$ cat config.mk
export PLATFORM = sky130hd
export DESIGN_NAME = seq_cla_adder
export DESIGN_NICKNAME = d
export VERILOG_FILES = /design/src/rtl/seq_cla_adder.sv
export SDC_FILE = /design/constraint.sdc
export NUM_CORES = 1
export LEC_CHECK = 0
export CAP_MARGIN = 0
export CORE_ASPECT_RATIO = 2
export CORE_MARGIN = 2
export CORE_UTILIZATION = 45
export DETAILED_ROUTE_END_ITERATION = 8
export PLACE_DENSITY = 0.84
export SYNTH_ARGS = -nofsm -noshare
export SYNTH_HDL_FRONTEND = slang
export SYNTH_SLANG_ARGS = --single-unit
$ cat constraint.sdc
create_clock -name clk -period 3.12 [get_ports clk]
set_input_delay 0.312 -clock clk [delete_from_list [all_inputs] [get_ports clk]]
set_output_delay 0.312 -clock clk [all_outputs]
set_load 0.05 [all_outputs]
$ cat src/rtl/seq_cla_adder.sv
// Multi-cycle adder/subtractor: WIDTH-bit operands processed CHUNK bits per
// cycle through one carry-lookahead slice, with valid/ready on both sides.
module seq_cla_adder #(
  parameter int unsigned WIDTH = 16,
  parameter int unsigned CHUNK = 4
) (
  input  logic             clk,
  input  logic             rst,
  input  logic             in_valid,
  output logic             in_ready,
  input  logic [WIDTH-1:0] a,
  input  logic [WIDTH-1:0] b,
  input  logic             cin,
  input  logic             sub,
  output logic             out_valid,
  input  logic             out_ready,
  output logic [WIDTH-1:0] sum,
  output logic             cout,
  output logic             ovf
);

  localparam int unsigned NCH = (CHUNK == 0) ? 1 : WIDTH / CHUNK;
  localparam int unsigned KW  = (NCH > 1) ? $clog2(NCH) : 1;

  generate
    if ((WIDTH < 2) || (CHUNK == 0) || ((WIDTH % CHUNK) != 0)) begin : g_bad_params
      $error("seq_cla_adder: WIDTH must be >= 2 and a multiple of CHUNK");
    end
  endgenerate

  typedef enum logic [1:0] {
    IDLE,
    RUN,
    DONE
  } state_t;

  state_t           state;
  logic [WIDTH-1:0] ra;
  logic [WIDTH-1:0] rb;
  logic             carry;
  logic [KW-1:0]    k;

  logic [CHUNK-1:0] ca;
  logic [CHUNK-1:0] cb;
  logic [CHUNK-1:0] csum;
  logic             cc;
  logic             cmsb;
  logic             last;

  assign in_ready  = (state == IDLE);
  assign out_valid = (state == DONE);
  assign last      = (k == KW'(NCH - 1));

  // Lookahead slice over the chunk selected by k, seeded from the carry register
  always_comb begin
    ca   = '0;
    cb   = '0;
    csum = '0;
    cmsb = 1'b0;
    for (int unsigned j = 0; j < NCH; j++) begin
      if (k == KW'(j)) begin
        ca = ra[j*CHUNK +: CHUNK];
        cb = rb[j*CHUNK +: CHUNK];
      end
    end
    cc = carry;
    for (int unsigned i = 0; i < CHUNK; i++) begin
      csum[i] = (ca[i] ^ cb[i]) ^ cc;
      if (i == CHUNK - 1) begin
        cmsb = cc;
      end
      cc = (ca[i] & cb[i]) | ((ca[i] ^ cb[i]) & cc);
    end
  end

  // Handshake FSM, operand latch and per-chunk result accumulation
  always_ff @(posedge clk) begin
    if (rst) begin
      state <= IDLE;
      ra    <= '0;
      rb    <= '0;
      carry <= 1'b0;
      k     <= '0;
      sum   <= '0;
      cout  <= 1'b0;
      ovf   <= 1'b0;
    end else begin
      case (state)
        IDLE: begin
          if (in_valid) begin
            ra    <= a;
            // subtraction is A + ~B + 1: invert B here and fold the 1 into the carry
            rb    <= sub ? ~b : b;
            carry <= cin ^ sub;
            k     <= '0;
            state <= RUN;
          end
        end
        RUN: begin
          for (int unsigned j = 0; j < NCH; j++) begin
            if (k == KW'(j)) begin
              sum[j*CHUNK +: CHUNK] <= csum;
            end
          end
          carry <= cc;
          k     <= k + 1'b1;
          if (last) begin
            cout  <= cc;
            ovf   <= cmsb ^ cc;
            state <= DONE;
          end
        end
        DONE: begin
          if (out_ready) begin
            state <= IDLE;
          end
        end
        default: state <= IDLE;
      endcase
    end
  end

endmodule

After elaboration in Yosys (flattened, before gate mapping)
Index checks and enable logic that the tools add are counted.
Word-level totals
  word-level logic and storage cells: 70
  bits in registers: 55
  bits of input ports: 38
Operators by class
  eq/ne operators: 8
  reduce and logical (&&, ||, !) cells: 10
  add/subtract/negate cells: 1
  multiplexer cells: 17
  bitwise logic cells: 23
Operator list (number)
  4-bit two-way mux: 8
  16-bit two-way mux: 1
  16-bit inverter: 1
  2-bit AND reduction: 6
  1-bit XOR: 10
  1-bit bitwise AND: 8
  2-bit two-way mux: 4
  2-bit equality test, second input constant: 3
  2-bit one-hot mux with 3 select lines: 1
  2-bit by 1-bit equality test with 1-bit output, second input constant: 2
  2-bit zero test: 2
  2-bit inequality test, second input constant: 2
  1-bit OR: 4
  2-bit one-hot mux with 2 select lines: 1
  3-bit AND reduction: 1
  2-bit by 1-bit adder with 2-bit output, second input constant: 1
  2-bit by 1-bit inequality test with 1-bit output, second input constant: 1
  1-bit one-hot mux with 2 select lines: 1
  2-bit nonzero test: 1
  1-bit two-way mux: 1

Depth between registers and ports, before layout
Gate-level depths: netlist of run 1.
  depth in word-level cells: 15
  gate-level depth with buffers: 13
  gate-level depth less buffers: 12

Worst setup path before layout of run 1
No wires, ideal clock.
  kind: register to register
  start point: reg k[0]
  end point: reg carry
  arrival: 3.199 ns
  path buffers: 1
  clock period less this slack: 3.326 ns
  setup time: 0.128 ns
  setup slack: -0.206 ns
  data required time: 2.992 ns
  stages on the path, launching flop included: 13
  path through: dfxtp_1 inv_1 ha_1 clkbuf_1 a21oi_1 o21ai_0 a22o_1 fa_1 fa_1 fa_1 fa_1 a222oi_1 nor2_1
Between the ends
  longest elaborated chain between the ends: 15
  elaborated cells between the ends (all ways): 29
  those cells by class: eq/ne: 3; mux: 9; bitwise: 16; reduce/logical: 1
RTL lines
  start: declaration: line 41  | logic [KW-1:0] k;
  start signal: assignment: line 106  | k <= k + 1'b1;
  2-bit zero test: line 61  | if (k == KW'(j)) begin
  4-bit two-way mux (4 in a row): line 61
  1-bit XOR: line 72  | cc = (ca[i] & cb[i]) | ((ca[i] ^ cb[i]) & cc);
  1-bit bitwise AND: line 72
  1-bit OR: line 72
  1-bit bitwise AND: line 72
  1-bit OR: line 72
  1-bit bitwise AND: line 72
  1-bit OR: line 72
  1-bit bitwise AND: line 72
  1-bit OR (*): line 72
  via cc: line 46  | logic cc;
  1-bit one-hot mux with 2 select lines (*): line 88  | case (state)
  end signal: assignment: line 94  | carry <= cin ^ sub;
  end: declaration: line 40  | logic carry;
The timed path passes the listed nets; every way through them passes the cells marked *.
A chain may end at the register's enable or synchronous reset.

Worst setup path after layout of run 1
  start point: reg k[1]
  end point: reg carry
Same word-level chain as after synthesis.

==> results of run 1 <==
-- worst max-delay path, cell delays in order (launching register included) --
cell	delay, ns
dfxtp_4	0.39
inv_4	0.05
ha_4	0.18
a21oi_4	0.15
o21ai_2	0.08
a22o_1	0.20
fa_2	0.36
fa_2	0.35
fa_2	0.37
fa_2	0.39
a222oi_1	0.34
nor2_1	0.06
-- logic make-up after synthesis --
| logic type | synth area share, % |
|---|---|
| flops | 41.8 |
| mux | 1.14 |
| compound gates | 22.2 |
| simple gates | 17.4 |
| xor+xnor | 5.99 |
| buf+inv | 6.46 |
| fa+ha+maj | 4.94 |
-- repair_timing --
item,CTS,global route
pin swaps,2,8
buffers inserted,1,1
gates resized for setup,0,15
endpoints found under the setup margin,1,7
-- area by class of cell --
cell class | count | area share [%]
Multi-Input combinational cell | 219 | 40.8
Sequential cell | 55 | 31.9
Timing Repair Buffer | 72 | 19.5
Clock buffer | 7 | 4.10
Tap cell | 61 | 2.19
Inverter | 11 | 1.33
Clock inverter | 1 | 0.252
-- layout by cell type, fill, tap and decap left out, types with 2 or more instances in the layout --
cell,instances
inv_4,2
xnor2_1,12
nand2_1,56
clkbuf_16,5
o21ai_0,6
mux2i_1,3
xor2_1,6
nand3b_1,4
dfxtp_4,2
nor3_1,2
inv_1,9
fa_2,4
ha_4,2
a211oi_2,16
buf_4,15
clkdlybuf4s50_1,56
nor2_1,22
a21oi_1,48
nand3_1,16
nor2b_1,2
a22o_1,8
dfxtp_1,53
-- where the power goes --
group | internal [mW] | switching, mW | leakage [nW]
registers | 0.741 | 0.0265 | 0.452
logic | 0.154 | 0.181 | 0.716
clock network | 0.322 | 0.250 | 0.0741
total | 1.22 | 0.457 | 1.24
-- through the flow --
step	setup TNS [ns]	util [%]	hold WS, ns
floorplan	0	-	0.436
global placement	0	57.6	0.444
detailed placement	-0.0436	57.6	0.447
CTS	0	60.4	0.456
global route	-0.0584	61.5	0.470
finish	0	61.5	0.453
-- state kept, by name (all words and copies together), names as in the netlist --
name / flops
cout: 1
carry: 1
rb: 16
state: 2
sum: 16
ra: 16
k: 2
ovf: 1
-- path summary, 6_finish.rpt --
kind	startpoint	cells past startpoint	slack (ns)	endpoint
worst max-delay path	k[1]	11	0.05	carry
worst min-delay path	sum[1]	2	0.45	sum[1]
worst max register to register	k[1]	11	0.05	carry
worst min register to register	sum[1]	2	0.45	sum[1]
-- layer usage --
layer	up-vias	wire length, um	track usage (%)
met4	0	329	14.0
li1	1150	-	-
met1	1102	2140	19.3
met3	23	273	4.15
met5	-	0	0
met2	76	3620	38.1
==> run metrics, run 1 <==
outcome=completed; Vias=2351; Initial Util=46.5%; count leader, synth=nand2_1; Syn Area/Cell=8.47 sq um; Multi-input gate area=1420 sq um; Ys Warns=0; initial antenna violation count=0; Post-synth EDFFs=0; crit start category=flop; core area=5660 sq um; total track usage=20.7%; async set-reset flop share out of synthesis=0%; Synth area leader=dfxtp_1; Commonest cells post-synth=nand2_1, dfxtp_1, a21oi_1; Pre-Repair DR Iteration Count=4; Sink Count=55; # diodes=0; global-route wire length before repair=10200 um; final setup fails=0; Synth cell types=28; DR iter-0 viols=59; clock period minus final worst setup slack=3.07 ns; Leak=1.24 nW; RSZ-0062 raised after global routing=true; fin nets=410; Port Buffers=57; Worst Path Required=3.27 ns; DRC viols=0; slew of the pin with the lowest slew margin=1.15 ns; Num CTS Buffers=5; arrival time at the worst endpoint=3.22 ns; Yosys reg bits=55; Area Growth Syn to Fin=32.1%; Area after DPL=3260 sq um; chip height=112 um; Layout fillers=484; FMAX=326 MHz; CTS tree=done; post-synthesis sequential area ratio=41.8%; worst vdd ir=0.000548 V; Tot Pwr=1.67 mW; Final Cell Area=3480 sq um; FP Rows=39; WL/cell=14.9 um; Placement Setup Slack=-0.0436 ns; synthesized area=2630 sq um; CTS Root Cell=clkbuf_16; Cell Pwr Density=481 nW/um^2; CTS Hold Bufs=0; post-synth top area share=41.8%; Die Width=58.1 um; critical path capture point type=flop; layout cells sized above 1=14.8%; worst min-delay path category=flop to flop; register area=1110 sq um; Final Skew=0.00469 ns; placer congestion estimate=0.939; drt via density=5.52; Max Root-Sink Buffers=2; final hold viol count=0; Detail Route Antenna Nets=0; max_cap viols=0; Slew headroom=23.3%; critical path class=flop to flop; die area=6520 sq um; Detail Placement HPWL=4530 um; top_reg_cell synth=dfxtp_1; Clock Latency Late Sink=0.30 ns; largest net degree at the start of global routing=56; top area cells in the synthesized netlist=dfxtp_1, a21oi_1, nand2_1; clock-pin slew on the worst setup and hold paths=0.07 ns; Post-Route WL=6360 um; setup ws final=0.0484 ns; gr ovfl total=0; htree depth=2; Ports=58; period utilization=98.5%; Cells after DPL=416; Post-Synthesis Cells=311; crit path max fanout=6; Synth Net Count=357; final cell count without fillers=426; number of global-route vias before repair=2325; fin. max-slew vios=0
(Power assumes the default switching activity.)
==> inputs of run 2 (changes only) <==
- SKIP_CTS_REPAIR_TIMING: not set -> 1
==> run 2 against run 1 <==
Net effect: final cell count unchanged; critical endpoint unchanged; combinational power about the same; clock power about the same; highest routed layer unchanged; maximum frequency increased by 1.8%; sequential power about the same; sequential cell count unchanged; die area unchanged; sequential share of layout area increased by 0.13 points; critical path depth unchanged.
==> run metrics, run 2 (synthesis results as in run 1) <==
Post-Route WL=6260 um; Final Skew=0.00659 ns; slew of the pin with the lowest slew margin=1.14 ns; Leak=1.24 nW; Flop pwr share=46.0%; P_sw=0.452 mW; Slew headroom=24.2%; core area=5660 sq um; Final Cell Area=3470 sq um; Pre-Repair DR Iteration Count=4; clock-pin slew on the worst setup and hold paths=0.07 ns; FF-to-FF End=carry; R2R Setup Slk=0.10 ns; Detail Placement HPWL=4530 um; Cells after DPL=416; Detail Route Antenna Nets=0; final hold viol count=0; reg2reg start=k[1]; Max Root-Sink Buffers=2; Cell Pwr Density=481 nW/um^2; final core utilization=61.2%; Tot Pwr=1.67 mW; arrival time at the worst endpoint=3.17 ns; setup TNS=0 ns; Clock Latency Late Sink=0.30 ns; largest net degree at the start of global routing=56; die area=6520 sq um; Critical Path Source=k[1]; CTS Root Cell=clkbuf_16; clock period minus final worst setup slack=3.02 ns; RSZ-0062 raised after global routing=true; final cell count without fillers=426; Worst Path Required=3.27 ns; max_cap viols=0; initial antenna violation count=0; placer congestion estimate=0.939; Die Width=58.1 um; chip height=112 um; commonest cells after routing, fill and taps aside=nand2_1, clkdlybuf4s50_1, dfxtp_1; period utilization=96.7%; Slowest-stage cell, CP=dfxtp_4; htree depth=2; DRC viols=0; global-route wire length before repair=10100 um; crit path max fanout=5; FP Rows=39; WL/cell=14.7 um; Top delay family on crit path=adder cells; worst min-delay path category=flop to flop; DR iter-0 viols=69; layout cells sized above 1=14.5%; worst vdd ir=0.000547 V; logic gate share of total power=19.9%; Top Registers=ra: 16 flops, rb: 16 flops, sum: 16 flops; Num CTS Buffers=5; critical path capture point type=flop; Net Sw Frac=27.1%; Vias=2356; crit start category=flop; Area Growth Syn to Fin=31.6%; Port Buffers=57; worst-path cell chain=inv_4, ha_4, a21oi_2, o21ai_0, a22o_1, fa_2, fa_2, fa_2, fa_2, a222oi_1, nor2_1; Layout fillers=485; Bufs and invs on worst path=1; gr ovfl total=0; Ports=58; final setup fails=0; CP Depth=11; R2R depth=11; CTS tree=done; FMAX=331 MHz; Area after DPL=3260 sq um; Setup crit end=carry; fin nets=410; # diodes=0; fin. max-slew vios=0; Sink Count=55; Int Power=1.21 mW; CP dominant cell by count=fa_2; critical path class=flop to flop; Initial Util=46.5%; power share of the clock group=34.1%; number of global-route vias before repair=2314; Critical Path Max Stage Delay=0.39 ns; outcome=completed; total track usage=20.5%; drt via density=5.53
## run 2: layer usage
metal,track usage [%],wire length (um),up-vias
met5,0,0,-
met4,14.0,323,0
met3,4.15,266,25
met2,37.6,3570,72
met1,19.3,2100,1110
li1,-,-,1149
## run 2: how the worst min path moves through the flow
stage / cells after the start / from / endpoint / slack (ns)
after floorplan: 2 / ra[10] / ra[10] / 0.44
after global placement: 2 / sum[8] / sum[8] / 0.44
after detailed placement: 2 / sum[9] / sum[9] / 0.45
after CTS: 2 / sum[9] / sum[9] / 0.46
after global routing: 2 / sum[1] / sum[1] / 0.47
final: 2 / sum[1] / sum[1] / 0.45
## run 2: worst reg2reg max path: stages, from the launching register on
cell	delay (ns)
dfxtp_4	0.39
inv_4	0.05
ha_4	0.18
a21oi_2	0.15
o21ai_0	0.10
a22o_1	0.20
fa_2	0.35
fa_2	0.35
fa_2	0.36
fa_2	0.37
a222oi_1	0.32
nor2_1	0.06
## run 2: power groups by stage
stage               sequential [mW]  combinational (mW)  clock [mW]
floorplan                     0.795               0.200           0
global placement              0.780               0.316           0
detailed placement            0.782               0.324           0
CTS                           0.766               0.326       0.575
global route                  0.770               0.361       0.603
finish                        0.767               0.332       0.568
## run 2: final cells by class
type | instances | area (sq um) | area share, %
clock buffers | 7 | 143 | 4.12
clock inverters | 1 | 8.76 | 0.253
inverters | 11 | 43.8 | 1.26
multi-input cells | 219 | 1410 | 40.6
repair buffers | 72 | 678 | 19.6
well taps | 61 | 76.3 | 2.20
flip-flops and latches | 55 | 1110 | 32.0
## run 2: metrics by stage
step           hold slack, ns  setup WS, ns
4_1_cts                 0.456       -0.0562
3_5_place_dp            0.447       -0.0436
5_1_grt                 0.470       -0.0357
2_1_floorplan           0.436       0.00272
3_3_place_gp            0.444        0.0587
6_report                0.453         0.102
